===== config.mk =====
export PLATFORM = sky130hd
export DESIGN_NAME = datapath
export DESIGN_NICKNAME = d
export VERILOG_FILES = /design/src/rtl/datapath_pkg.sv /design/src/rtl/datapath_alu.sv /design/src/rtl/datapath.sv
export SDC_FILE = /design/constraint.sdc
export NUM_CORES = 1
export LEC_CHECK = 0
export ABC_AREA = 1
export BUFFER_PORTS_ARGS = -buffer_cell sky130_fd_sc_hd__buf_2
export CAP_MARGIN = 20
export CORE_ASPECT_RATIO = 0.75
export CORE_MARGIN = 4
export CORE_UTILIZATION = 45
export CTS_CLUSTER_DIAMETER = 120
export DETAILED_ROUTE_END_ITERATION = 10
export SETUP_SLACK_MARGIN = 0.05
export SLEW_MARGIN = 5
export SYNTH_ARGS = -nofsm -noshare
export SYNTH_HDL_FRONTEND = slang
export SYNTH_SLANG_ARGS = --single-unit

===== constraint.sdc =====
create_clock -name clock -period 4.7 [get_ports clock]
set_input_delay 0.235 -clock clock [delete_from_list [all_inputs] [get_ports clock]]
set_output_delay 0.235 -clock clock [all_outputs]
set_load 0.1 [all_outputs]

===== src/rtl/datapath_pkg.sv =====
// Shared encodings for the CDECV datapath: bus X source codes, write-enable
// bit indices, ALU function codes and flag register bit positions.
package datapath_pkg;

  typedef enum logic [2:0] {
    XS_PC  = 3'd0,
    XS_A   = 3'd1,
    XS_B   = 3'd2,
    XS_C   = 3'd3,
    XS_RD  = 3'd4,
    XS_R   = 3'd5,
    XS_FLG = 3'd6,
    XS_FF  = 3'd7
  } xsrc_e;

  localparam int unsigned XD_PC  = 0;
  localparam int unsigned XD_A   = 1;
  localparam int unsigned XD_B   = 2;
  localparam int unsigned XD_C   = 3;
  localparam int unsigned XD_MA  = 4;
  localparam int unsigned XD_WD  = 5;
  localparam int unsigned XD_I   = 6;
  localparam int unsigned XD_T   = 7;
  localparam int unsigned XD_R   = 8;
  localparam int unsigned XD_FLG = 9;

  typedef enum logic [3:0] {
    OP_THRU = 4'd0,
    OP_ADD  = 4'd1,
    OP_ADC  = 4'd2,
    OP_SUB  = 4'd3,
    OP_SBB  = 4'd4,
    OP_AND  = 4'd5,
    OP_OR   = 4'd6,
    OP_EOR  = 4'd7,
    OP_INC  = 4'd8,
    OP_DEC  = 4'd9,
    OP_NOT  = 4'd10
  } aluop_e;

  localparam int unsigned FLG_CY = 0;
  localparam int unsigned FLG_Z  = 1;
  localparam int unsigned FLG_S  = 2;

endpackage


===== src/rtl/datapath_alu.sv =====
// Combinational ALU: operands X, T and the current carry; 9-bit internal
// arithmetic whose bit 8 is carry-out for additions and borrow for subtractions.
module alu
  import datapath_pkg::*;
(
  input  logic [7:0] x_i,
  input  logic [7:0] t_i,
  input  logic       cy_i,
  input  logic [3:0] aluop_i,
  output logic [7:0] y_o,
  output logic       s_o,
  output logic       z_o,
  output logic       cy_o
);

  logic [8:0] res;
  logic [8:0] x9;
  logic [8:0] t9;
  logic [8:0] c9;

  assign x9 = {1'b0, x_i};
  assign t9 = {1'b0, t_i};
  assign c9 = {8'b0, cy_i};

  // Function select; logic/pass-through results keep bit 8 clear so Cy=0.
  always_comb begin
    res = {1'b0, x_i};
    case (aluop_i)
      OP_ADD:  res = x9 + t9;
      OP_ADC:  res = x9 + t9 + c9;
      OP_SUB:  res = x9 - t9;
      OP_SBB:  res = x9 - t9 - c9;
      OP_AND:  res = {1'b0, x_i & t_i};
      OP_OR:   res = {1'b0, x_i | t_i};
      OP_EOR:  res = {1'b0, x_i ^ t_i};
      OP_INC:  res = x9 + 9'd1;
      OP_DEC:  res = x9 - 9'd1;
      OP_NOT:  res = {1'b0, ~x_i};
      default: res = {1'b0, x_i};
    endcase
  end

  assign y_o  = res[7:0];
  assign s_o  = res[7];
  assign z_o  = (res[7:0] == 8'h00);
  assign cy_o = res[8];

endmodule


===== src/rtl/datapath.sv =====
// CDECV 8-bit datapath: register file, bus X source mux, ALU, flag register
// and memory-side registers. Optional monitor taps under CDECV_MONITOR_EN.
module datapath
  import datapath_pkg::*;
(
  input  logic       clock,
  input  logic       reset,
  input  logic [2:0] xsrc,
  input  logic [9:0] xdst,
  input  logic [3:0] aluop,
  input  logic [7:0] rd,
  output logic [7:0] ma,
  output logic [7:0] wd,
  output logic [7:0] I,
  output logic [2:0] SZCy
`ifdef CDECV_MONITOR_EN
  ,
  output logic [7:0] mon_pc,
  output logic [7:0] mon_a,
  output logic [7:0] mon_b,
  output logic [7:0] mon_c
`endif
);

  logic [7:0] pc_q, a_q, b_q, c_q, t_q, i_q, ma_q, wd_q, r_q;
  logic [7:0] pc_d, a_d, b_d, c_d, t_d, i_d, ma_d, wd_d, r_d;
  logic [2:0] flg_q, flg_d;
  logic [7:0] x;
  logic [7:0] y;
  logic       s, z, cy;

  // Bus X source select; RD passes straight through from RAM.
  always_comb begin
    x = 8'hFF;
    case (xsrc)
      XS_PC:   x = pc_q;
      XS_A:    x = a_q;
      XS_B:    x = b_q;
      XS_C:    x = c_q;
      XS_RD:   x = rd;
      XS_R:    x = r_q;
      XS_FLG:  x = {5'b0, flg_q};
      default: x = 8'hFF;
    endcase
  end

  alu u_alu (
    .x_i     (x),
    .t_i     (t_q),
    .cy_i    (flg_q[FLG_CY]),
    .aluop_i (aluop),
    .y_o     (y),
    .s_o     (s),
    .z_o     (z),
    .cy_o    (cy)
  );

  // Next-state per register: load from X (or ALU for R/FLG) when enabled.
  always_comb begin
    pc_d  = xdst[XD_PC]  ? x : pc_q;
    a_d   = xdst[XD_A]   ? x : a_q;
    b_d   = xdst[XD_B]   ? x : b_q;
    c_d   = xdst[XD_C]   ? x : c_q;
    ma_d  = xdst[XD_MA]  ? x : ma_q;
    wd_d  = xdst[XD_WD]  ? x : wd_q;
    i_d   = xdst[XD_I]   ? x : i_q;
    t_d   = xdst[XD_T]   ? x : t_q;
    r_d   = xdst[XD_R]   ? y : r_q;
    flg_d = xdst[XD_FLG] ? {s, z, cy} : flg_q;
  end

  // Register bank update; reset clears everything and overrides any load.
  always_ff @(posedge clock or posedge reset) begin
    if (reset) begin
      pc_q  <= '0;
      a_q   <= '0;
      b_q   <= '0;
      c_q   <= '0;
      ma_q  <= '0;
      wd_q  <= '0;
      i_q   <= '0;
      t_q   <= '0;
      r_q   <= '0;
      flg_q <= '0;
    end else begin
      pc_q  <= pc_d;
      a_q   <= a_d;
      b_q   <= b_d;
      c_q   <= c_d;
      ma_q  <= ma_d;
      wd_q  <= wd_d;
      i_q   <= i_d;
      t_q   <= t_d;
      r_q   <= r_d;
      flg_q <= flg_d;
    end
  end

  assign ma   = ma_q;
  assign wd   = wd_q;
  assign I    = i_q;
  assign SZCy = flg_q;

`ifdef CDECV_MONITOR_EN
  assign mon_pc = pc_q;
  assign mon_a  = a_q;
  assign mon_b  = b_q;
  assign mon_c  = c_q;
`endif

endmodule


Yosys cells after proc, flatten, opt, wreduce, memory -nomap -nowiden:

Cells that the tools add are included.

* $add $sub $neg: 6
* eq/ne operators: 16
* mux-type cells: 2
* bitwise operators: 4
* reduce and logical (&&, ||, !) cells: 2

Operators with widths (count)
* case mux 9 bit (10 select lines): 1
* case mux 8 bit (7 select lines): 1
* equality test 4 x 3 -> 1 bit (second input constant): 4
* equality test 4 bit (second input constant): 3
* adder 8 x 1 -> 9 bit (second input constant): 1
* adder 8 x 8 -> 9 bit: 1
* adder 9 x 1 -> 9 bit: 1
* equality test 3 bit (second input constant): 3
* subtractor 8 x 1 -> 9 bit (second input constant): 1
* subtractor 8 x 8 -> 9 bit: 1
* subtractor 9 x 1 -> 9 bit: 1
* AND 8 bit: 1
* equality test 4 x 2 -> 1 bit (second input constant): 2
* zero test 8 bit: 1
* inverter 8 bit: 1
* bitwise OR 8 bit: 1
* bitwise XOR 8 bit: 1
* equality test 3 x 2 -> 1 bit (second input constant): 2
* equality test 4 x 1 -> 1 bit (second input constant): 1
* equality test 3 x 1 -> 1 bit (second input constant): 1
* zero test 3 bit: 1

* register bits: 75
* input port bits: 27
* output and inout bits: 27
* word-level logic and storage cells: 40

Logic depth before layout (Yosys ltp):

Gate-level depths: netlist (run 1).

* word-level depth: 6
* gate-level depth with buffers: 24
* mapped depth without buffers: 24

By module:

From an unflattened synthesis (run 1), not the netlist that was laid out.

* cell total of the unflattened synthesis: 888
* area, all modules: 5899.4 um2

Modules (own cells, without submodules)
* datapath: instances 1, cells each 417, area each 3447.1 um2, sequential area each 1876.8 um2
* alu: instances 1, cells each 471, area each 2452.4 um2, sequential area each 0.0 um2

Least setup slack after synthesis (run 1):

OpenSTA, ideal clock, no wires.

* path kind: register to register
* from: reg flg_q[1], in the netlist SZCy[1]
* to: reg flg_q[1], in the netlist SZCy[1]
* library setup time: 0.068 ns
* data arrival time: 3.129 ns
* data required time: 4.632 ns
* path slack: 1.503 ns
* cell stages (with the launch flop): 22
* path buffers: 0
* clock period less this slack: 3.197 ns
* cells stage by stage: dfrtp_1 -> nand4_1 -> o21ai_0 -> nor2_2 -> nand2_2 -> inv_2 -> fa_1 -> inv_1 -> ha_1 -> nand2_1 -> nand2_1 -> nor2_1 -> nand2_1 -> nor2_1 -> nand2_1 -> nand2_1 -> nand3_1 -> nor2_1 -> nand2_1 -> nor2_1 -> nand3_1 -> nand2_1

* longest elaborated chain between the ends: 5
* elaborated cells between the ends (all ways): 13
* classes of those cells: add/sub: 6; mux: 2; bitwise: 4; reduce/logical: 1

RTL lines
* start: declaration: line datapath.sv:27 `logic [2:0] flg_q, flg_d;`
* start signal: assignment: line datapath.sv:95 `flg_q <= flg_d;`
* case mux 8 bit (7 select lines) *: line datapath.sv:35 `case (xsrc)`
* net u_alu.x_i[1]: line datapath_alu.sv:6 `input logic [7:0] x_i,`
* subtractor 8 x 8 -> 9 bit or adder 8 x 8 -> 9 bit (tied branches)
* subtractor 9 x 1 -> 9 bit or adder 9 x 1 -> 9 bit (tied branches): line datapath_alu.sv:32, datapath_alu.sv:30
* case mux 9 bit (10 select lines) *: line datapath_alu.sv:28 `case (aluop_i)`
* zero test 8 bit *: line datapath_alu.sv:45 `assign z_o = (res[7:0] == 8'h00);`

Mark *: on every way through the listed nets, which the timed path passes. The rest lies on a longest branch.
A chain may end at the register's enable or synchronous reset.

Worst setup path in the final report (run 1):

* from: reg flg_q[0], in the netlist SZCy[0]
* to: reg flg_q[1], in the netlist SZCy[1]

The elaborated chain is that of the path after synthesis.

==> results of run 1 <==
state kept, by name (all words and copies together) (netlist names):
register	count
t_q	8
r_q	8
a_q	8
I	8
b_q	8
c_q	8
ma	8
wd	8
pc_q	8
SZCy	3
per-layer routing:
layer | up-vias | routed length (um) | GRT usage
li1 | 2781 | - | -
met1 | 2680 | 9450 | 0.431
met2 | 233 | 7170 | 0.339
met3 | 19 | 1840 | 0.0841
met4 | 0 | 249 | 0.0540
met5 | - | 0 | 0
what timing repair did:
item                                   CTS  global route
hold buffers                             1             0
setup endpoints to repair                0             0
setup buffers                            0             0
endpoints found under the hold margin   14             0
worst max path at each step:
stage | to | slack [ns] | cells past startpoint
after detailed placement | SZCy[1] | 0.81 | 23
after floorplan | SZCy[1] | 1.50 | 21
final | SZCy[1] | 1.0 | 21
after global routing | SZCy[1] | 0.67 | 21
after global placement | SZCy[1] | 0.83 | 23
after CTS | SZCy[1] | 1.05 | 21
through the flow:
stage	hold slack [ns]	cell area (um2)
finish	0.0919	6260
global route	0.122	6260
CTS	0.0851	6260
detailed placement	0.203	5930
global placement	0.199	5930
floorplan	0.331	5530
critical path: stages (launching register included):
cell and delay, ns:
dfrtp_1 0.48, nand4_1 0.13, nand2_1 0.08, nor2_1 0.18, nand2_2 0.15, inv_1 0.33, ha_1 0.23, inv_1 0.09
fa_1 0.54, inv_1 0.08, ha_1 0.27, nand3b_1 0.14, nand4_1 0.13, nor2_1 0.13, nand2_1 0.06, nand2_1 0.12
nand3_1 0.10, nor2_1 0.10, nand2_1 0.07, nor2_1 0.09, nand3_1 0.09, nand2_1 0.07
cells by family after synthesis:
kind of cell	count (synthesis)	share of synthesized area
compound gates	120	0.115
xor+xnor	1	0.00158
fa+ha+maj	38	0.0900
buf+inv	131	0.0950
flops	75	0.339
simple gates	465	0.359
layout by cell type (no fill, tap or decap), types with 2 or more instances in the layout:
master | netlist | routed
inv_8 | 0 | 2
a21oi_1 | 20 | 20
o21ai_1 | 5 | 5
nand2_2 | 3 | 3
dfrtp_1 | 75 | 75
nor3_1 | 4 | 4
inv_6 | 0 | 2
o21ai_0 | 80 | 80
o211ai_1 | 2 | 2
inv_1 | 99 | 98
buf_2 | 5 | 53
nor2_1 | 69 | 69
nand4_1 | 28 | 28
clkbuf_16 | 0 | 9
a21oi_2 | 2 | 2
nor2_2 | 6 | 6
nand3b_1 | 7 | 7
fa_1 | 3 | 3
buf_4 | 5 | 5
o22ai_1 | 4 | 4
and3_1 | 2 | 2
ha_1 | 35 | 35
inv_2 | 10 | 11
nand3_1 | 77 | 77
o21bai_1 | 3 | 3
nand2_1 | 265 | 265
cell type report:
| cell class | instances | area, um2 | share of cell area |
|---|---|---|---|
| clock buffer | 9 | 225 | 0.0360 |
| clock inverter | 7 | 93.8 | 0.0150 |
| inverter | 111 | 418 | 0.0667 |
| multi-input combinational | 624 | 3130 | 0.500 |
| sequential | 75 | 1880 | 0.300 |
| tap | 162 | 203 | 0.0324 |
| timing repair buffer | 59 | 313 | 0.0500 |
power groups by stage:
stage / Combinational (mW) / Sequential, mW / Clock (mW)
after floorplan: 0.650 / 1.08 / 0
after global placement: 1.22 / 0.837 / 0
after detailed placement: 1.23 / 0.837 / 0
after CTS: 1.23 / 0.827 / 0.746
after global routing: 1.37 / 0.841 / 0.775
final: 1.26 / 0.828 / 0.737
==> reports/metrics.csv, run 1 <==
stage,metric,value,unit
status,status,completed,
setup_path,r2r_setup_slack,1.0,ns
floorplanning,die_h,104,um
hold_path,holdPathEnd,pc_q[6],
cells_and_area,drive_above_1_share,0.112,
power_and_ir_drop,peakVddDrop,0.000405,V
synthesis,synth.top_cell.area_share,0.339,
placed_design,dp_cells,1030,
clock_network,cts_resized,0,
global_route,grt_antenna_before_repair,0,
cells_and_area,postLayoutCoreUtil,0.529,
sta,worst_pin_slew,0.800,ns
setup_path,crit_required,4.98,ns
floorplanning,core_area,11800,um2
power_and_ir_drop,power_density,451,nW/um2
setup_path,critPathCaptureType,flip-flop,
setup_path,startpoint,SZCy[0],
synthesis,synthFlopType,dfrtp_1,
detailed_routing,dr.pass1.iters,5,
synthesis,synth_seq_cells,75,
synthesis,netlist_top_cells_count,"nand2_1, inv_1, o21ai_0, nand3_1, dfrtp_1",
setup_path,timing.rr.end,SZCy[1],
hold_path,hp-start,xdst[0],
detailed_routing,drc_errors,0,
floorplanning,dieArea,14200,um2
floorplanning,die_w,136,um
detailed_routing,first_iter_violations,569,
setup_path,worstPathMaxFanout,10,
detailed_routing,num_vias,5713,
setup_path,worst_ep_arrival_time,3.98,ns
cells_and_area,nNetsFinal,945,
clock_network,tritoncts,yes,
power_and_ir_drop,switching_power,1.35,mW
sta,setup_viol,0,
detailed_routing,detail-route-antenna-nets,0,
setup_path,reg2reg_depth,21,
clock_network,htree_num_levels,3,
synthesis,syn_area_per_cell,6.67,um2
flow_run,timing.max_cap.violations,0,
clock_network,clockBufferDepth,2,
global_route,grt_pass1_vias,5131,
cells_and_area,n_antenna_cell,0,
synthesis,yosysMostFrequentCell,nand2_1,
floorplanning,io_pins,54,
global_route,grt_first_pass_wirelength,29200,um
detailed_routing,finalWirelength,18700,um
synthesis,syn_nets,895,
detailed_routing,viasPerCell,5.46,
synthesis,yosys-top-cells-area,"dfrtp_1, nand2_1, ha_1",
synthesis,synthArstFlopShare,1.00,
power_and_ir_drop,clkPwrFrac,0.261,
synthesis,seq_area_frac_synth,0.339,
setup_path,critPathLaunchType,flip-flop,
power_and_ir_drop,p_leak,3.30,nW
clock_network,cts-root-buf,clkbuf_16,
placed_design,gp_congestion,0.985,
sta,fin_tns_setup,0,ns
power_and_ir_drop,pwr-share-seq,0.294,
synthesis,synth_cell_type_count,37,
clock_network,cts_made_buffers,9,
floorplanning,initial_utilization,0.468,
sta,worst_slack,0.999,ns
synthesis,yosys.area.top_type,dfrtp_1,
placed_design,dpl.hpwl,14700,um
synthesis,syn_area,5530,um2
sta,finClkSkew,0.00945,ns
clock_network,clock-sinks,75,
global_route,grt_overflow_total,0,
sta,rsz0062_at_grt,no,
synthesis,syn_inst,830,
sta,period_share,0.788,
power_and_ir_drop,intPower,1.47,mW
placed_design,port_buffers,53,
cells_and_area,stdcell_count,1047,
setup_path,rr_startpoint,SZCy[0],
power_and_ir_drop,switching_share,0.478,
placed_design,dpl_worst_slack,0.813,ns
sta,finalMaxSlewViolations,0,
sta,slew_headroom,0.467,
global_route,track_usage,0.267,
synthesis,synth_edf_count,0,
detailed_routing,routedWlPerCell,17.9,um
sta,fmax,0.270,GHz
power_and_ir_drop,pwr-share-comb,0.445,
clock_network,clkLatencyLatePin,0.35,ns
floorplanning,rows,34,
hold_path,worstHoldPathCells,2,
cells_and_area,areaGrowthSynthToFinish,13.1,%
synthesis,synth_warnings,0,
cells_and_area,nFillCells,1260,
global_route,grt_start_max_net_pins,62,
hold_path,hp-class,in2reg,
power_and_ir_drop,power.total,2.82,mW
sta,hold_viol,0,
sta,fin_crit,3.70,ns
clock_network,path_clk_slew,0.06,ns
setup_path,path_class,reg2reg,
(Power assumes the default switching activity.)
==> inputs of run 2 (changes only) <==
--- a/config.mk
+++ b/config.mk
@@ -13,6 +13,7 @@
 export CORE_UTILIZATION = 45
 export CTS_CLUSTER_DIAMETER = 120
 export DETAILED_ROUTE_END_ITERATION = 10
+export PLACE_DENSITY = 0.66
 export SETUP_SLACK_MARGIN = 0.05
 export SLEW_MARGIN = 5
 export SYNTH_ARGS = -nofsm -noshare
==> constraint.sdc (replaced) <==
create_clock -name clock -period 3.1 [get_ports clock]
set_input_delay 0.155 -clock clock [delete_from_list [all_inputs] [get_ports clock]]
set_output_delay 0.155 -clock clock [all_outputs]
set_load 0.1 [all_outputs]
==> run 2 against run 1 <==
Clock skew increased by 0.00068 ns. Worst hold slack got worse by 0.053 ns. Die area unchanged. Clock power rose by 31%. Count of clock-buffer cells in the layout is 1 higher. Routed wire length decreased by 3.7%. Critical endpoint unchanged. Largest cell class unchanged.
==> reports/metrics.csv, run 2 (synthesized netlist as in run 1, its figures left out) <==
stage,metric,value,unit
power_and_ir_drop,power_density,640,nW/um2
placed_design,dpl.hpwl,14100,um
sta,slew_headroom,0.396,
placed_design,gp_congestion,0.959,
detailed_routing,wl_met2,7170,um
sta,worst_slack,0.0666,ns
setup_path,crit_required,3.37,ns
setup_path,worst_ep_arrival_time,3.30,ns
floorplanning,initial_utilization,0.468,
clock_network,tritoncts,yes,
placed_design,placed_area,6440,um2
global_route,grt_overflow_total,0,
clock_network,clkLatencyLatePin,0.34,ns
cells_and_area,nFillCells,1156,
clock_network,htree_num_levels,3,
setup_path,path_class,reg2reg,
detailed_routing,highest_layer,met4,
cells_and_area,layout_commonest_cell,nand2_1,
setup_path,rr_startpoint,c_q[0],
setup_path,worstPathMaxFanout,3,
sta,rsz0062_at_grt,yes,
clock_network,clock-sinks,75,
floorplanning,die_h,104,um
detailed_routing,first_iter_violations,626,
floorplanning,rows,34,
setup_path,critPathCaptureType,flip-flop,
clock_network,clockBufferDepth,2,
floorplanning,core_area,11800,um2
setup_path,endpoint,SZCy[1],
setup_path,r2r_setup_slack,0.07,ns
setup_path,startpoint,c_q[0],
global_route,grt_start_max_net_pins,53,
clock_network,path_clk_slew,0.06,ns
cells_and_area,n_antenna_cell,0,
detailed_routing,routedWlPerCell,16.1,um
status,status,completed,
power_and_ir_drop,p_leak,3.66,nW
cells_and_area,nNetsFinal,1020,
sta,period_share,0.979,
global_route,grt_first_pass_wirelength,27900,um
detailed_routing,detail-route-antenna-nets,0,
placed_design,port_buffers,53,
sta,hold_ws,0.0394,ns
cells_and_area,final_cell_mix,"nand2_1, inv_1, o21ai_0",
hold_path,hp-class,in2reg,
placed_design,dp_cells,1096,
cells_and_area,multi_input_area,3290,um2
setup_path,reg2reg_depth,21,
detailed_routing,num_vias,5820,
sta,finClkSkew,0.0101,ns
clock_network,cts-root-buf,clkbuf_16,
detailed_routing,viasPerCell,5.19,
setup_path,timing.rr.end,SZCy[1],
floorplanning,io_pins,54,
global_route,track_usage,0.254,
floorplanning,dieArea,14200,um2
cells_and_area,fin_area,6960,um2
clock_network,cts_made_buffers,9,
sta,finalMaxSlewViolations,0,
sta,hold_viol,0,
global_route,grt_pass1_vias,5150,
power_and_ir_drop,power.total,4.45,mW
sta,setup_viol,0,
detailed_routing,dr.pass1.iters,5,
cells_and_area,drive_above_1_share,0.218,
sta,worst_pin_slew,0.906,ns
setup_path,critPathLaunchType,flip-flop,
placed_design,dpl_worst_slack,-0.0725,ns
detailed_routing,finalWirelength,18000,um
cells_and_area,stdcell_count,1122,
detailed_routing,met3_length,1710,um
global_route,grt_antenna_before_repair,0,
flow_run,timing.max_cap.violations,0,
sta,fmax,0.330,GHz
floorplanning,die_w,136,um
power_and_ir_drop,peakVddDrop,0.000492,V
detailed_routing,drt-met1-wl,8930,um
cells_and_area,areaGrowthSynthToFinish,25.8,%
cells_and_area,register_area,1880,um2
sta,fin_crit,3.03,ns
detailed_routing,drc_errors,0,
## run 2: cell count changes in the layout (fill, tap and decap cells not counted), sizes merged
cell	before	now
clkinv	3	6
clkbuf	9	10
bufinv	1	0
buf	58	133
inv	113	110
## run 2: cell type report
cell class / count / share of cell area
Sequential cell: 75 / 0.270
Inverter: 111 / 0.0606
Tap cell: 162 / 0.0291
Timing Repair Buffer: 134 / 0.128
Clock buffer: 10 / 0.0329
Clock inverter: 6 / 0.00683
Multi-Input combinational cell: 624 / 0.473
## run 2: what timing repair did
item / 4_1_cts / 5_1_grt
endpoints found under the hold margin: 5 / 0
pin swaps: 1 / 22
setup buffers: 0 / 9
resized for setup: 2 / 40
hold buffers: 1 / 0
setup endpoints to repair: 1 / 7
## run 2: power breakdown
group | internal [mW] | total [mW] | switching, mW
Combinational | 0.694 | 2.23 | 1.54
Sequential | 1.15 | 1.26 | 0.110
Clock | 0.548 | 0.964 | 0.415
Total | 2.39 | 4.45 | 2.06
## run 2: per-stage QoR
step / TNS (ns) / utilization
after floorplan: 0 / -
after global placement: -0.0788 / 0.545
after detailed placement: -0.107 / 0.545
after CTS: 0 / 0.569
after global routing: -0.447 / 0.589
final: 0 / 0.589
## run 2: worst min-delay path by stage
stage	from	to	slack, ns	cells past startpoint
global placement	reset	r_q[4]	0.36	2
detailed placement	reset	r_q[4]	0.36	2
global route	xdst[0]	pc_q[6]	0.04	2
finish	xdst[0]	pc_q[6]	0.04	2
CTS	xdst[0]	pc_q[6]	0.03	2
floorplan	xdst[0]	pc_q[6]	0.25	1
## run 2: per-layer routing
metal,vias up,GRT usage
met2,248,0.332
met5,-,0
li1,2939,-
met1,2614,0.416
met3,19,0.0595
met4,0,0.0532
## run 2: critical path, stage by stage, from the launching register on
cell	delay, ns
dfrtp_1	0.41
nand4_1	0.11
nand2_1	0.07
nor2_2	0.11
nand2_2	0.11
inv_2	0.09
ha_4	0.14
inv_4	0.04
fa_2	0.55
inv_2	0.05
ha_4	0.24
nand3b_1	0.12
nand4_1	0.11
nor2_2	0.14
nand2_1	0.08
nand2_2	0.10
nand3_2	0.07
nor2_1	0.09
nand2_1	0.07
nor2_2	0.12
nand3_1	0.08
nand2_1	0.07
==> inputs of run 3 (changes only) <==
--- a/config.mk
+++ b/config.mk
@@ -13,7 +13,7 @@
 export CORE_UTILIZATION = 45
 export CTS_CLUSTER_DIAMETER = 120
 export DETAILED_ROUTE_END_ITERATION = 10
-export PLACE_DENSITY = 0.66
+export PLACE_DENSITY_LB_ADDON = 0.1
 export SETUP_SLACK_MARGIN = 0.05
 export SLEW_MARGIN = 5
 export SYNTH_ARGS = -nofsm -noshare
==> constraint.sdc (replaced) <==
create_clock -name clock -period 3 [get_ports clock]
set_input_delay 0.15 -clock clock [delete_from_list [all_inputs] [get_ports clock]]
set_output_delay 0.15 -clock clock [all_outputs]
set_load 0.005 [all_outputs]
==> run 3 against run 2 <==
Non-clock buffer count is 20 higher. Via count increased by 6.1%. Fmax increased by 1.2%. Critical endpoint unchanged.
==> reports/metrics.csv, run 3 (synthesized netlist as in run 1, its figures left out) <==
stage,metric,value,unit
detailed_routing,finalWirelength,19600,um
cells_and_area,layout_commonest_cell,nand2_1,
floorplanning,io_pins,54,
floorplanning,dieArea,14200,um2
power_and_ir_drop,pwr-share-comb,0.460,
power_and_ir_drop,p_leak,3.78,nW
cells_and_area,n_antenna_cell,0,
cells_and_area,stdcell_count,1142,
clock_network,clock-sinks,75,
sta,setup_viol,0,
detailed_routing,num_vias,6173,
sta,period_share,0.999,
sta,finalMaxSlewViolations,0,
global_route,grt_start_max_net_pins,38,
sta,fin_crit,3.00,ns
power_and_ir_drop,clkPwrFrac,0.252,
detailed_routing,dr.pass1.iters,5,
hold_path,hp-start,xdst[0],
clock_network,tritoncts,yes,
sta,fmax,0.334,GHz
placed_design,gp_congestion,1.03,
status,status,completed,
clock_network,htree_num_levels,3,
floorplanning,initial_utilization,0.468,
setup_path,worstPathMaxFanout,5,
hold_path,hp-class,in2reg,
detailed_routing,routedWlPerCell,17.2,um
setup_path,path_class,reg2reg,
cells_and_area,nNetsFinal,1040,
setup_path,critPathCaptureType,flip-flop,
floorplanning,die_w,136,um
floorplanning,rows,34,
cells_and_area,drive_above_1_share,0.251,
clock_network,clkLatencyLatePin,0.34,ns
floorplanning,die_h,104,um
clock_network,cts-root-buf,clkbuf_16,
detailed_routing,first_iter_violations,645,
setup_path,rr_startpoint,SZCy[0],
sta,hold_viol,0,
setup_path,worst_ep_arrival_time,3.27,ns
power_and_ir_drop,switching_share,0.402,
clock_network,cts_made_buffers,9,
detailed_routing,drc_errors,0,
power_and_ir_drop,switching_power,1.79,mW
global_route,grt_pass1_vias,5750,
global_route,grt_first_pass_wirelength,30800,um
floorplanning,core_area,11800,um2
detailed_routing,detail-route-antenna-nets,0,
placed_design,dp_cells,1116,
power_and_ir_drop,power_density,615,nW/um2
sta,finClkSkew,0.00947,ns
sta,slew_headroom,0.460,
power_and_ir_drop,peakVddDrop,0.000403,V
sta,rsz0062_at_grt,yes,
setup_path,critPathLaunchType,flip-flop,
cells_and_area,nFillCells,1151,
detailed_routing,viasPerCell,5.41,
power_and_ir_drop,power.total,4.45,mW
flow_run,timing.max_cap.violations,0,
clock_network,clockBufferDepth,2,
global_route,grt_antenna_before_repair,0,
global_route,grt_overflow_total,0,
cells_and_area,areaGrowthSynthToFinish,30.6,%
placed_design,port_buffers,53,
setup_path,crit_required,3.28,ns
cells_and_area,multi_input_area,3390,um2
sta,worst_pin_slew,0.807,ns
cells_and_area,register_area,1880,um2
global_route,track_usage,0.279,
sta,hold_ws,0.0311,ns
power_and_ir_drop,pwr-share-seq,0.289,
power_and_ir_drop,intPower,2.66,mW
placed_design,dpl.hpwl,15500,um
cells_and_area,final_cell_mix,"nand2_1, buf_4, inv_1",
setup_path,startpoint,SZCy[0],
clock_network,path_clk_slew,0.06,ns
[run 3: cell types whose count changed in the layout (fill, tap and decap cells not counted), moves of 3 or more]
cell	previous run	this run
buf_4	79	98
nand2_1	260	255
inv_2	13	17
nand2_2	8	12
nor2_1	60	56
ha_4	6	9
inv_1	94	91
[run 3: per-stage QoR]
stage	util	setup TNS [ns]	area (um2)	worst slack, ns
CTS	0.595	0	7030	0.0622
floorplan	-	0	5530	0.105
finish	0.611	0	7230	0.00354
global route	0.611	-1.05	7230	-0.218
detailed placement	0.556	-1.99	6580	-0.332
global placement	0.556	-1.56	6580	-0.261
[run 3: repair_timing]
action                                  in CTS  in global routing
hold buffers                                 1                  0
endpoints found under the setup margin       8                 10
setup buffers                                6                  3
gates resized for setup                     28                 41
endpoints found under the hold margin       35                  0
pin swaps                                   22                 30
[run 3: layout make-up]
cell class | count | area share
Clock inverter | 7 | 0.0113
Sequential cell | 75 | 0.260
Clock buffer | 9 | 0.0312
Multi-Input combinational cell | 624 | 0.469
Timing Repair Buffer | 154 | 0.143
Inverter | 111 | 0.0582
Tap cell | 162 | 0.0280
[run 3: path summary, 6_finish.rpt]
kind | end | slack (ns) | depth (start not counted)
max in group asynchronous | b_q[1] | 1.69 | 4
min reg2reg | ma[0] | 0.48 | 2
max reg2reg | SZCy[1] | 0.004 | 21
min in group asynchronous | b_q[3] | 0.48 | 3
min | pc_q[6] | 0.03 | 2
max | SZCy[1] | 0.004 | 21
[run 3: power by group through the flow]
stage | Clock, mW | Combinational, mW | Sequential [mW]
3_5_place_dp | 0 | 1.80 | 1.29
4_1_cts | 1.13 | 1.89 | 1.28
6_report | 1.12 | 2.04 | 1.28
3_3_place_gp | 0 | 1.76 | 1.29
2_1_floorplan | 0 | 1.00 | 1.28
5_1_grt | 1.18 | 2.25 | 1.30
[run 3: layer usage]
metal  track usage  vias to the layer above  wire length (um)
li1              -                     2977                 -
met1         0.433                     2912              9190
met2         0.388                      263              8160
met3        0.0793                       21              2050
met4        0.0439                        0               241
met5             0                        -                 0
[run 3: critical path: stages (launching register included)]
cell,delay [ns]
dfrtp_1,0.40
nand4_1,0.09
nand2_1,0.07
nor2_2,0.15
nand2_2,0.11
buf_6,0.15
ha_4,0.15
inv_2,0.04
fa_1,0.41
inv_2,0.11
nand2_2,0.06
nor3_2,0.23
nand3_2,0.15
nor2_4,0.14
nand2_1,0.07
nand2_1,0.06
nor2_1,0.05
nor2_1,0.10
nand4_1,0.13
nor2_1,0.12
nand3_1,0.09
nand2_1,0.07
